[src/rtl/imem_stream_loader.sv]
// imem_stream_loader
//   Hardware program loader for the pipeline core's instruction memory. It takes a framed
//   byte stream and writes the payload into IMEM as little-endian 32-bit words, starting at
//   word 0. The frame is a 4-byte word count N (LSB first), then N words of 4 bytes each,
//   then one checksum byte. The 8-bit sum of every byte in the frame must be zero.
//   The core is held in reset for the whole load and is released only after a good checksum.
//
// Ports
//   clk          system clock
//   rst          synchronous, active-high reset
//   load_start   1-cycle pulse that starts a load (honoured only in idle/done/error)
//   in_valid     byte-stream valid
//   in_data      byte-stream data
//   in_ready     loader can accept a byte (registered)
//   imem_we      IMEM write strobe, one cycle per word
//   imem_addr    IMEM word address
//   imem_wdata   IMEM write data {b3,b2,b1,b0}
//   core_rst     reset to the pipeline core; low only while the load is done
//   done         load completed with a good checksum (level)
//   error        load aborted: bad checksum or oversized header (level)
//   words_loaded number of words written in the current or last load

module imem_stream_loader #(
    parameter int unsigned IMEM_DEPTH = 256,
    parameter int unsigned ADDR_W     = 8
) (
    input  logic              clk,
    input  logic              rst,
    input  logic              load_start,
    input  logic              in_valid,
    input  logic [7:0]        in_data,
    output logic              in_ready,
    output logic              imem_we,
    output logic [ADDR_W-1:0] imem_addr,
    output logic [31:0]       imem_wdata,
    output logic              core_rst,
    output logic              done,
    output logic              error,
    output logic [ADDR_W:0]   words_loaded
);

    localparam logic [31:0] DepthW = 32'(IMEM_DEPTH);

    typedef enum logic [2:0] {
        StIdle,
        StHdr,
        StData,
        StCsum,
        StDone,
        StErr
    } state_e;

    state_e          state;
    logic [7:0]      sum;
    logic [1:0]      byte_cnt;
    logic [23:0]     byte_buf;   // first three bytes of the current header/word, b2 on top
    logic [ADDR_W:0] n_words;

    logic            accept;
    logic [31:0]     full_word;
    logic [7:0]      sum_next;
    logic [ADDR_W:0] wl_next;

    always_comb begin
        accept    = in_valid && in_ready;
        full_word = {in_data, byte_buf};
        sum_next  = sum + in_data;
        wl_next   = words_loaded + (ADDR_W + 1)'(1);
    end

    always_ff @(posedge clk) begin
        if (rst) begin
            // A write scheduled by this same edge is dropped because imem_we clears here.
            state        <= StIdle;
            in_ready     <= 1'b0;
            imem_we      <= 1'b0;
            imem_addr    <= '0;
            imem_wdata   <= '0;
            core_rst     <= 1'b1;
            done         <= 1'b0;
            error        <= 1'b0;
            words_loaded <= '0;
            sum          <= '0;
            byte_cnt     <= '0;
            byte_buf     <= '0;
            n_words      <= '0;
        end else begin
            imem_we <= 1'b0;
            unique case (state)
                StIdle, StDone, StErr: begin
                    if (load_start) begin
                        state        <= StHdr;
                        in_ready     <= 1'b1;
                        core_rst     <= 1'b1;
                        done         <= 1'b0;
                        error        <= 1'b0;
                        sum          <= '0;
                        byte_cnt     <= '0;
                        words_loaded <= '0;
                    end
                end

                StHdr: begin
                    if (accept) begin
                        sum      <= sum_next;
                        byte_cnt <= byte_cnt + 2'd1;
                        byte_buf <= {in_data, byte_buf[23:8]};
                        if (byte_cnt == 2'd3) begin
                            if (full_word == 32'd0) begin
                                state <= StCsum;
                            end else if (full_word > DepthW) begin
                                state    <= StErr;
                                in_ready <= 1'b0;
                                error    <= 1'b1;
                            end else begin
                                state   <= StData;
                                n_words <= full_word[ADDR_W:0];
                            end
                        end
                    end
                end

                StData: begin
                    if (accept) begin
                        sum      <= sum_next;
                        byte_cnt <= byte_cnt + 2'd1;
                        byte_buf <= {in_data, byte_buf[23:8]};
                        if (byte_cnt == 2'd3) begin
                            imem_we      <= 1'b1;
                            imem_addr    <= words_loaded[ADDR_W-1:0];
                            imem_wdata   <= full_word;
                            words_loaded <= wl_next;
                            if (wl_next == n_words) begin
                                state <= StCsum;
                            end
                        end
                    end
                end

                StCsum: begin
                    if (accept) begin
                        sum      <= sum_next;
                        in_ready <= 1'b0;
                        if (sum_next == 8'd0) begin
                            state    <= StDone;
                            done     <= 1'b1;
                            core_rst <= 1'b0;
                        end else begin
                            state <= StErr;
                            error <= 1'b1;
                        end
                    end
                end

                default: begin
                    state    <= StIdle;
                    in_ready <= 1'b0;
                end
            endcase
        end
    end

endmodule
[config.mk]
export PLATFORM = sky130hd
export DESIGN_NAME = imem_stream_loader
export DESIGN_NICKNAME = d
export VERILOG_FILES = /design/src/rtl/imem_stream_loader.sv
export SDC_FILE = /design/constraint.sdc
export NUM_CORES = 1
export LEC_CHECK = 0
export ABC_AREA = 1
export CELL_PAD_IN_SITES_DETAIL_PLACEMENT = 1
export CELL_PAD_IN_SITES_GLOBAL_PLACEMENT = 2
export CORE_AREA = 4 4 134 136
export CTS_BUF_LIST = sky130_fd_sc_hd__clkbuf_8 sky130_fd_sc_hd__clkbuf_16
export DETAILED_ROUTE_END_ITERATION = 10
export DIE_AREA = 0 0 138 140
export HOLD_SLACK_MARGIN = 0.03
export PLACE_DENSITY_LB_ADDON = 0.1
export SYNTH_ARGS = -nofsm -noshare
export SYNTH_HDL_FRONTEND = slang
export SYNTH_SLANG_ARGS = --single-unit
export TNS_END_PERCENT = 20
[constraint.sdc]
create_clock -name clk -period 2.2 [get_ports clk]
set_clock_uncertainty 0.2 [all_clocks]
set_input_delay 0.44 -clock clk [delete_from_list [all_inputs] [get_ports clk]]
set_output_delay 0.44 -clock clk [all_outputs]
set_load 0.005 [all_outputs]
* Yosys cells after proc, flatten, opt, wreduce, memory -nomap -nowiden *
Index checks and enable logic that the tools add are counted.

word-level totals
  flip-flop bits (word level) = 100
  input bits = 12
  word-level logic and storage cells = 107

cells by class
  add/subtract/negate cells = 3
  $lt $le $gt $ge = 1
  equality and inequality tests = 20
  multiplexer cells = 43
  bitwise gates (word level) = 4
  reduce and logical (&&, ||, !) cells = 23

operator list
  kind                                                 number
  > comparator 32 x 9 -> 1 bit, second input constant  1
  zero test 32 bit                                     1
  2-to-1 mux 3 bit                                     9
  2-to-1 mux 9 bit                                     3
  != test 2 bit, second input constant                 11
  2-to-1 mux 1 bit                                     19
  case mux 9 bit (2 select lines)                      1
  2-to-1 mux 8 bit                                     2
  case mux 8 bit (2 select lines)                      1
  AND reduction 7 bit                                  2
  case mux 3 bit (4 select lines)                      1
  adder 9 x 1 -> 9 bit, second input constant          1
  equality test 9 bit                                  1
  AND reduction 3 bit                                  3
  OR reduction 3 bit                                   3
  adder 8 bit                                          1
  zero test 8 bit                                      1
  AND reduction 4 bit                                  2
  AND reduction 8 bit                                  1
  nonzero test 2 bit                                   4
  equality test 3 x 2 -> 1 bit, second input constant  2
  equality test 3 bit, second input constant           2
  AND reduction 5 bit                                  1
  2-to-1 mux 2 bit                                     2
  14 further kinds                                     19

* Depth between registers and ports, before layout *
  depth after elaboration = 6
  mapped depth = 15

* Least setup slack after synthesis *
OpenSTA, ideal clock, no wires.

  path type = input-to-reg
  from = input in_data[0]
  to = register core_rst
  arrival = 1.953 ns
  setup slack = -0.079 ns
  cell stages on the path = 11
  buffers on the path = 0
  cell sequence = ha_1 fa_1 or2_1 nor2_1 nand3_1 nor2_1 nand4_1 nor2_1 nand2_1 o21ai_1 nand2_1

on the way
  word-level cells in the longest chain between the ends = 4

RTL lines
  what                           line  RTL
  start: declaration             31    input logic [7:0] in_data,
  adder 8 bit                    67    sum_next = sum + in_data;
  zero test 8 bit                144   if (sum_next == 8'd0) begin
  != test 2 bit (no line)        --
  AND reduction 4 bit (no line)  --
  end signal: assignment         79    core_rst <= 1'b1;
  end signal: assignment         94    core_rst <= 1'b1;
  end signal: assignment         147   core_rst <= 1'b0;
  end: declaration               36    output logic core_rst,

No other way between the ends.
A chain may end at the register's enable or synchronous reset.

* Final worst setup path *
  from = register sum[0]
  to = register core_rst

on the way
  word-level cells in the longest chain between the ends = 4

RTL lines
  what                           line  RTL
  start: declaration             54    logic [7:0] sum;
  start signal: assignment       105   sum <= sum_next;
  start signal: assignment       125   sum <= sum_next;
  start signal: assignment       142   sum <= sum_next;
  adder 8 bit                    67
  zero test 8 bit                144
  != test 2 bit (no line)        --
  AND reduction 4 bit (no line)  --

No other way between the ends.

==> results.yml <==
timing:
  slew_headroom_pct: 73.2
  fin_crit_ns: 2.36
  setup_viol: 4
  setup_slack_ns: -0.157
  tightest_slew_ns: 0.402
  slew_viol_final: 0
  rsz0062_at_grt: "true"
  fin_tns_setup_ns: -0.406
  finalCritPeriodShare_pct: 107
  finalHoldViolations: 0
  max_freq_mhz: 424
pwr:
  power.density_nw_per_um2: 795
  peakVddDrop_mv: 0.397
  leakage_nw: 2.48
  total_power_mw: 4.85
floorplan:
  core_region_area_sq_um: 16900
  die-area_sq_um: 19300
  ios: 66
  rows: 48
  dieWidth_microns: 138
  start_util_pct: 26.5
  dieHeight_microns: 140
detailed_routing:
  viasPerCell: 4.56
  dr.pass1.iters: 4
  wl_met3_microns: 398
  ant_nets: 0
  routed.top_layer: "met4"
  drc_errors: 0
  wl_met1_mm: 6.43
  drtIter0Drc: 107
  wl_met2_mm: 6.94
  wire_per_inst_microns: 14.7
  wl_mm: 14.0
  via_count: 4353
clocking:
  cts_sinks: 100
  numCtsBuffers: 9
  cts_buffer_depth: 2
  htreeDepth: 3
  cts_tree: "yes"
  clock_latency_ns: 0.35
  path_clk_slew_ns: 0.07
  cts_root_buf: "clkbuf_16"
yosys:
  synth.area.top_cells: "dfxtp_1 (45%), nand2_1 (9.5%), a21oi_1 (9.2%), o21ai_0 (7.3%), nor2_1 (5.7%)"
  ys.flop_type: "dfxtp_1"
  ys_warn_count: 0
  syn_avg_cell_area_sq_um: 7.18
  synth_cells: 624
  syn_area_sq_um: 4480
  synth_common_cells: "nand2_1 (113), dfxtp_1 (100), a21oi_1 (82)"
  synth_cell_types: 36
  yosysTopAreaCellShare_pct: 44.7
  synth_fp_nets: 646
  synth_edf_count: 0
  async_flop_share_pct: 0
  synth_most_common_cell: "nand2_1"
  ys_seq_area_share_pct: 44.7
  yosysTopAreaCell: "dfxtp_1"
  ys_seq_elements: 100
finish:
  fin_nets: 746
  fillers: 2078
  utilization_pct: 36.0
  synthToLayoutAreaGrowth_pct: 36.0
  drive_above_1_share_pct: 15.0
  design_area_sq_um: 6090
  seq_area_sq_um: 2010
  multi_input_comb_area_sq_um: 2130
  num_antenna_cells: 0
critical_path:
  critical_path_class: "flop to flop"
  cp_common_cell: "nor2_1"
  startpoint_type: "flop"
  cp.arrival_ns: 2.40
  path_cells: "ha_4 > fa_1 > or2_1 > nor2_1 > nand3_1 > nor2_1 > nand4_1 > nor2_1 > nand2_1 > o21ai_1 > nand2_1"
  critical_path.max_fanout: 3
  crit_required_ns: 2.24
  reg2reg_from: "sum[0]"
  crit_path_start: "sum[0]"
  cpMaxStageDelayCell: "fa_1"
  critPathMaxStageDelay_ns: 0.47
  crit_path_end_kind: "flop"
  reg2reg_slack_ns: -0.16
placed_design:
  hpwl_mm: 10.8
  dpl_cell_area_sq_um: 5720
  port_buffers: 65
  place_ws_ns: -0.824
  gp_congestion: 0.791
outcome:
  violations: "negative setup slack"
  status: "complete, but fails checks"
grt:
  grt_pass1_wl_mm: 23.4
  antenna_found_initial: 0
  grt_max_degree: 42
  grt.overflow.total: 0
  grt_pass1_vias: 4632
  grt_usage_pct: 14.8
hold_path:
  worstHoldStart: "error"
  hold_path.class: "flop to flop"
job:
  maxCapViolCount: 0
[repair_timing]
| item | CTS | global route |
|---|---|---|
| resized for setup | 10 | 9 |
| setup buffers | 1 | 0 |
| pin swaps | 4 | 6 |
| hold buffers | 0 | 0 |
| setup endpoints to repair | 7 | 12 |
[worst max-delay path, delay by kind of cell, from the launching register on]
kind                       cells  cell delay [ns]
adders and majority gates      2             0.63
and+or+nand+nor                8             1.01
DFF                            1             0.34
AOI/OAI and AO/OA              1             0.08
[metrics by stage]
stage,cells,hold WS [ns]
floorplan,624,0.244
global placement,937,0.254
CTS,954,0.274
detailed placement,937,0.263
global route,954,0.301
finish,954,0.266
[worst paths after layout]
path                   end  cells after the start
setup reg to reg  core_rst                     11
hold reg to reg      error                      2
hold / removal       error                      2
setup / recovery  core_rst                     11
[sequential cells by signal (all words and copies together), names as in the netlist]
signal,cells
imem_wdata,32
error,1
core_rst,1
n_words,9
state,3
imem_addr,8
in_ready,1
byte_cnt,2
sum,8
imem_we,1
byte_buf,24
words_loaded,9
done,1
[area by class of cell]
class,instances,area share [%]
clock buffers,9,3.70
clock inverters,7,1.79
inverters,77,4.74
multi-input cells,422,34.9
flip-flops and latches,100,32.9
well taps,225,4.62
repair buffers,114,17.3
[layer usage]
| layer | vias to the layer above | track usage [%] |
|---|---|---|
| li1 | 2230 | - |
| met1 | 2056 | 18.1 |
| met2 | 54 | 26.0 |
| met3 | 13 | 2.66 |
| met4 | 0 | 5.20 |
| met5 | - | 0 |
[power by group]
| part | total (mW) | switching (mW) | internal [mW] | leakage, nW |
|---|---|---|---|---|
| clock network | 1.78 | 0.766 | 1.02 | 0.161 |
| registers | 2.00 | 0.0783 | 1.93 | 0.809 |
| logic | 1.06 | 0.684 | 0.376 | 1.52 |
| total | 4.85 | 1.53 | 3.32 | 2.48 |
[logic make-up (layout without fill, tap and decap cells)]
kind of cell,count (synthesis),after routing,synth area share [%]
AO/OA/AOI/OAI,169,169,19.4
flip-flops,100,100,44.7
XOR/XNOR,3,3,0.586
buffers and inverters,102,207,8.93
adder cells (fa/ha/maj),10,10,2.96
AND/OR/NAND/NOR,240,240,23.5
[cell usage in the layout, fill, tap and decap left out, drive strengths merged, types with 9 or more instances in the layout]
cell type      count
clkbuf             9
clkdlybuf4s50     59
dfxtp            100
nor2              73
nand2            115
o21ai             81
nand4              9
ha                 9
nand3             37
a21oi             84
inv               78
buf               49
Note: power is estimated with default switching activity, not from simulation.
